**src/rtl/hist_eq_lut.sv**
```systemverilog
// Histogram-equalisation LUT builder and 1-cycle pixel mapper.
// Builds an 8-bit LUT from a 256-bin histogram into a shadow bank, then swaps it in.
module hist_eq_lut #(
  parameter int CNT_W = 16,
  parameter int CDF_W = 24
) (
  input  logic             clk,
  input  logic             reset,
  input  logic             start,
  output logic [7:0]       hist_rd_addr,
  input  logic [CNT_W-1:0] hist_rd_data,
  output logic             busy,
  output logic             done,
  output logic             lut_valid,
  input  logic [7:0]       pix_in,
  input  logic             pix_valid,
  output logic [7:0]       pix_out,
  output logic             pix_out_valid
);

  localparam int NW = CDF_W + 8;

  typedef enum logic [2:0] {S_IDLE, S_P1, S_RD, S_ACC, S_DIV, S_WR, S_SWAP} state_t;

  state_t          state_reg, state_next;
  logic [8:0]      cnt_reg;
  logic [7:0]      bin_reg;
  logic [2:0]      div_cnt_reg;
  logic [CDF_W-1:0] total_reg, cdf_reg, cdf_min_reg;
  logic            found_reg;
  logic [NW-1:0]   rem_reg, dvs_reg;
  logic            den_zero_reg;
  logic [7:0]      quo_reg;
  logic            active_reg, lut_valid_reg;
  logic            lut_we;

  logic [7:0]      lut_mem [0:511];
  logic [7:0]      ram_rd_reg;
  logic [7:0]      pix_d_reg;
  logic            map_sel_reg, pix_out_valid_reg;

  logic [CDF_W-1:0] data_ext, cdf_new, cdf_diff;
  logic [NW-1:0]    diff_ext, num_c, den_c;
  logic [7:0]       wr_data;

  assign data_ext = {{(CDF_W-CNT_W){1'b0}}, hist_rd_data};
  assign cdf_new  = cdf_reg + data_ext;
  assign cdf_diff = (cdf_new >= cdf_min_reg) ? (cdf_new - cdf_min_reg) : '0;
  assign diff_ext = {8'd0, cdf_diff};
  // x*255 as (x<<8)-x; the result always fits in NW bits
  assign num_c    = (diff_ext << 8) - diff_ext;
  assign den_c    = {8'd0, total_reg - cdf_min_reg};
  assign wr_data  = den_zero_reg ? bin_reg : quo_reg;

  always_ff @(posedge clk or posedge reset) begin
    if (reset) state_reg <= S_IDLE;
    else       state_reg <= state_next;
  end

  always_comb begin
    state_next   = state_reg;
    hist_rd_addr = 8'd0;
    busy         = (state_reg != S_IDLE);
    done         = 1'b0;
    lut_we       = 1'b0;
    case (state_reg)
      S_IDLE: if (start) state_next = S_P1;
      S_P1: begin
        hist_rd_addr = cnt_reg[7:0];
        if (cnt_reg == 9'd256) state_next = S_RD;
      end
      S_RD: begin
        hist_rd_addr = bin_reg;
        state_next   = S_ACC;
      end
      S_ACC: state_next = S_DIV;
      S_DIV: if (div_cnt_reg == 3'd7) state_next = S_WR;
      S_WR: begin
        lut_we     = 1'b1;
        state_next = (bin_reg == 8'd255) ? S_SWAP : S_RD;
      end
      S_SWAP: begin
        done       = 1'b1;
        state_next = S_IDLE;
      end
      default: state_next = S_IDLE;
    endcase
  end

  always_ff @(posedge clk or posedge reset) begin
    if (reset) begin
      cnt_reg       <= '0;
      bin_reg       <= '0;
      div_cnt_reg   <= '0;
      total_reg     <= '0;
      cdf_reg       <= '0;
      cdf_min_reg   <= '0;
      found_reg     <= 1'b0;
      rem_reg       <= '0;
      dvs_reg       <= '0;
      den_zero_reg  <= 1'b0;
      quo_reg       <= '0;
      active_reg    <= 1'b0;
      lut_valid_reg <= 1'b0;
    end else begin
      case (state_reg)
        S_IDLE: begin
          cnt_reg     <= '0;
          total_reg   <= '0;
          cdf_min_reg <= '0;
          found_reg   <= 1'b0;
        end
        S_P1: begin
          cnt_reg <= cnt_reg + 9'd1;
          // data for bin cnt-1 arrives while address cnt is driven
          if (cnt_reg != 9'd0) begin
            total_reg <= total_reg + data_ext;
            if (!found_reg && hist_rd_data != '0) begin
              cdf_min_reg <= data_ext;
              found_reg   <= 1'b1;
            end
          end
          if (cnt_reg == 9'd256) begin
            cdf_reg <= '0;
            bin_reg <= '0;
          end
        end
        S_ACC: begin
          cdf_reg      <= cdf_new;
          rem_reg      <= num_c;
          dvs_reg      <= den_c << 7;
          den_zero_reg <= (den_c == '0);
          div_cnt_reg  <= '0;
          quo_reg      <= '0;
        end
        S_DIV: begin
          if (rem_reg >= dvs_reg) begin
            rem_reg <= rem_reg - dvs_reg;
            quo_reg <= {quo_reg[6:0], 1'b1};
          end else begin
            quo_reg <= {quo_reg[6:0], 1'b0};
          end
          dvs_reg     <= dvs_reg >> 1;
          div_cnt_reg <= div_cnt_reg + 3'd1;
        end
        S_WR: bin_reg <= bin_reg + 8'd1;
        S_SWAP: begin
          active_reg    <= ~active_reg;
          lut_valid_reg <= 1'b1;
        end
        default: ;
      endcase
    end
  end

  // Both banks share one RAM: upper address bit is the bank select
  always_ff @(posedge clk) begin
    if (lut_we) lut_mem[{~active_reg, bin_reg}] <= wr_data;
    ram_rd_reg <= lut_mem[{active_reg, pix_in}];
  end

  always_ff @(posedge clk or posedge reset) begin
    if (reset) begin
      pix_d_reg         <= '0;
      map_sel_reg       <= 1'b0;
      pix_out_valid_reg <= 1'b0;
    end else begin
      pix_d_reg         <= pix_in;
      map_sel_reg       <= lut_valid_reg;
      pix_out_valid_reg <= pix_valid;
    end
  end

  assign pix_out       = map_sel_reg ? ram_rd_reg : pix_d_reg;
  assign pix_out_valid = pix_out_valid_reg;
  assign lut_valid     = lut_valid_reg;

endmodule
```
**config.mk**
```make
export PLATFORM = sky130hd
export DESIGN_NAME = hist_eq_lut
export DESIGN_NICKNAME = d
export VERILOG_FILES = /design/src/rtl/hist_eq_lut.sv
export SDC_FILE = /design/constraint.sdc
export NUM_CORES = 2
export LEC_CHECK = 0
export ABC_AREA = 0
export CORE_ASPECT_RATIO = 0.75
export CORE_UTILIZATION = 40
export CTS_BUF_LIST = sky130_fd_sc_hd__clkbuf_2 sky130_fd_sc_hd__clkbuf_4 sky130_fd_sc_hd__clkbuf_8
export DETAILED_ROUTE_END_ITERATION = 12
export PLACE_DENSITY = 0.66
export SYNTH_ARGS = -nofsm -noshare
export SYNTH_HDL_FRONTEND = slang
export SYNTH_SLANG_ARGS = --single-unit
```
**constraint.sdc**
```tcl
create_clock -name clk -period 6.3 [get_ports clk]
set_input_delay 0.63 -clock clk [delete_from_list [all_inputs] [get_ports clk]]
set_output_delay 0.63 -clock clk [all_outputs]
set_load 0.03 [all_outputs]
```
==> metrics.md <==
| Metric | Value |
|---|---|
| R2R Path Start | cdf_reg[0]$_DFFE_PP0P_ |
| Min cycle time layout | 6.07 ns |
| Crit Reg-Reg Endpoint | rem_reg[26]$_DFFE_PP0P_ |
| Boundary pin count | 48 |
| Fmax | 0.165 GHz |
| CP endpoint kind | flip-flop |
| Iteration-0 DRC Markers | 10.4k |
| Commonest cells in the netlist | edfxtp_1 (4,096), mux4_2 (1,360), nor2_1 (669) |
| Total CTS buffers | 625 |
| Cell taking the most area after synthesis | edfxtp_1 |
| Worst Hold Class | in2async |
| Final Non-Filler Cells | 14.9k |
| Global-route wire length before repair | 624,000 µm |
| Period utilization | 96.4% |
| Fraction of layout instances using a drive strength above 1 | 30.3% |
| Placement Rows | 208 |
| TNS Setup | 0 ns |
| Layout area overhead | 12.5% |
| Total Power | 56.2 mW |
| Post-route ant nets | 0 |
| Routed via count | 86.5k |
| Wirelength per Cell | 28.8 µm |
| Synthesized area | 172,000 µm² |
| CP peak stage delay | 0.50 ns |
| First-pass DRT Iterations | 6 |
| DRC viols | 0 |
| Number of global-route vias before repair | 87.2k |
| Clk_lat worst skew | 1.11 ns |
| Measured slew at the worst slew-check pin | 1.37 ns |
| Avg Inst Size Synth | 21.0 µm² |
| Post-Synthesis Cells | 8,187 |
| Largest net degree at the start of global routing | 215 |
| Worst endpoint data arrival time | 7.09 ns |
| Placed insts | 13.8k |
| Final wirelength | 430,000 µm |
| Final setup vio count | 0 |
| Core area | 428,000 µm² |
| Fin nets | 8,936 |
| Worst-path fanout max | 8 |
| Pwr/cell area | 290 nW/µm² |
| Final hold vios | 0 |
| Max Clock Skew | 0.0814 ns |
| Sink Count | 4,276 |
| Via density | 5.80 |
| Max-cap viol count | 0 |
| Worst vdd ir | 0.171 mV |
| Max reg flops | 4,096 |
| Setup CP Type | reg2reg |
| Worst Path Required | 7.31 ns |
| Total GRT Usage | 19.5% |
| Die ar. | 433,000 µm² |
| Post-DP HPWL | 257,000 µm |
| Placer Congestion | 0.866 |
| Starting Density | 40.2% |
| CP most frequent cell | buf_4 |
| Initial antenna violation count | 27 |
| Distinct cell type count after synthesis | 97 |
| Slowest cell on the critical path | or4_1 |
| Worst hold slack | 0.183 ns |
| Worst slew margin | 8.99% |
| Core Util, Final | 45.2% |
| Clock transition at path regs | 0.07 ns |
| Critical Path Start Type | flip-flop |
| Register area share after synthesis | 74.1% |
| Cell with the most instances after synthesis | edfxtp_1 |
| RSZ-0062 raised after global routing | yes |
| Die width | 759 µm |
| IO buf count | 47 |
| GR Overflow Total | 0 |
| Max-slew violations | 0 |
| Post-synth EDFFs | 4,096 |
| CTS tree | yes |
| Synth top area share | 71.5% |
| Die height | 570 µm |
| Mapped Nets | 8,338 |
| Reg2reg setup slack | 0.23 ns |
| Synth Flop Type | edfxtp_1 |
| Dominant cells by area after synthesis | edfxtp_1 (72%), mux4_2 (18%), dfrtp_1 (2.5%) |
| Leakage | 49.2 nW |
| Synth Register Bits | 4,276 |
| Share of synthesized flip-flops with an asynchronous set or reset | 4.02% |
| Status | finished, final reports clean |
| Reg2Reg Depth | 31 |
| Synth warnings | 0 |
| Clk buf depth | 4 |
| Root buffer cell | clkbuf_8 |
| Max H-tree Level | 6 |
## metal layers
layer | track usage (%) | vias up | routed length (µm)
li1 | - | 35300 | -
met1 | 29.3 | 46300 | 183000
met2 | 28.4 | 4291 | 190000
met3 | 5.49 | 634 | 46700
met4 | 4.78 | 8 | 10100
met5 | 0 | - | 57
## per-stage QoR
stage	cell area [µm²]	setup WS [ns]
after floorplan	172000	0.00599
after global placement	182000	-0.811
after detailed placement	182000	-0.839
after CTS	193000	0.0274
after global routing	193000	-0.112
final	193000	0.226
## worst max-delay path, delay by kind of cell (launching register included)
family / cells / cell delay [ns]
XOR/XNOR: 1 / 0.17
AO/OA/AOI/OAI: 10 / 1.88
adder cells (fa/ha/maj): 3 / 0.81
flip-flops: 1 / 0.38
AND/OR/NAND/NOR: 13 / 2.13
buffers and inverters: 4 / 0.65
## logic make-up (layout without fill, tap and decap cells)
logic type	count (synthesis)	in the layout	synth area share [%]
compound gates	547	547	2.10
xor+xnor	119	119	0.623
fa+ha+maj	123	123	0.917
buf+inv	565	1613	1.28
flops	4276	4276	74.1
mux	1390	1390	18.0
other cells	0	2	0
simple gates	1167	1167	2.95
## cell usage in the layout, fill, tap and decap left out, types with 51 or more instances in the layout
cell,Yosys,final
o21ai_0,150,145
ha_1,118,115
xnor2_1,78,78
clkinv_1,1,144
nand2_1,210,206
edfxtp_1,4096,4096
clkbuf_4,0,203
nand3_1,71,58
buf_4,1,339
nor2_1,669,665
dfrtp_1,172,172
inv_1,97,96
mux4_2,1360,1360
a21oi_1,120,115
clkbuf_8,0,641
buf_12,0,51
## what timing repair did
action / in CTS / in global routing
hold buffers: 2 / 0
pin swaps: 0 / 18
hold endpoints to repair: 2 / 0
resized for setup: 3 / 30
buffers inserted: 0 / 4
endpoints found under the setup margin: 2 / 16
## power breakdown
part | internal (mW) | switching [mW]
Combinational | 1.70 | 2.05
Sequential | 30.8 | 0.108
Clock | 10.9 | 10.6
Total | 43.4 | 12.8
## final cells by class
type	instances	area (µm²)
Antenna cell	2	5.00
Clock buffer	844	10300
Clock inverter	233	1340
Fill cell	35200	235000
Inverter	98	375
Multi-Input combinational cell	3346	42800
Sequential cell	4276	127000
Tap cell	5670	7090
Timing Repair Buffer	438	4080
## worst max-delay path by stage
stage / start / endpoint / slack, ns / depth (start not counted)
floorplan: hist_rd_data[0] / rem_reg[26]$_DFFE_PP0P_ / 0.006 / 31
global placement: hist_rd_data[0] / rem_reg[26]$_DFFE_PP0P_ / -0.81 / 32
detailed placement: hist_rd_data[0] / rem_reg[31]$_DFFE_PP0P_ / -0.84 / 32
CTS: cdf_reg[0]$_DFFE_PP0P_ / rem_reg[26]$_DFFE_PP0P_ / 0.03 / 30
global route: cdf_reg[0]$_DFFE_PP0P_ / rem_reg[26]$_DFFE_PP0P_ / -0.11 / 30
finish: cdf_reg[0]$_DFFE_PP0P_ / rem_reg[26]$_DFFE_PP0P_ / 0.23 / 31
(Power assumes the default switching activity.)
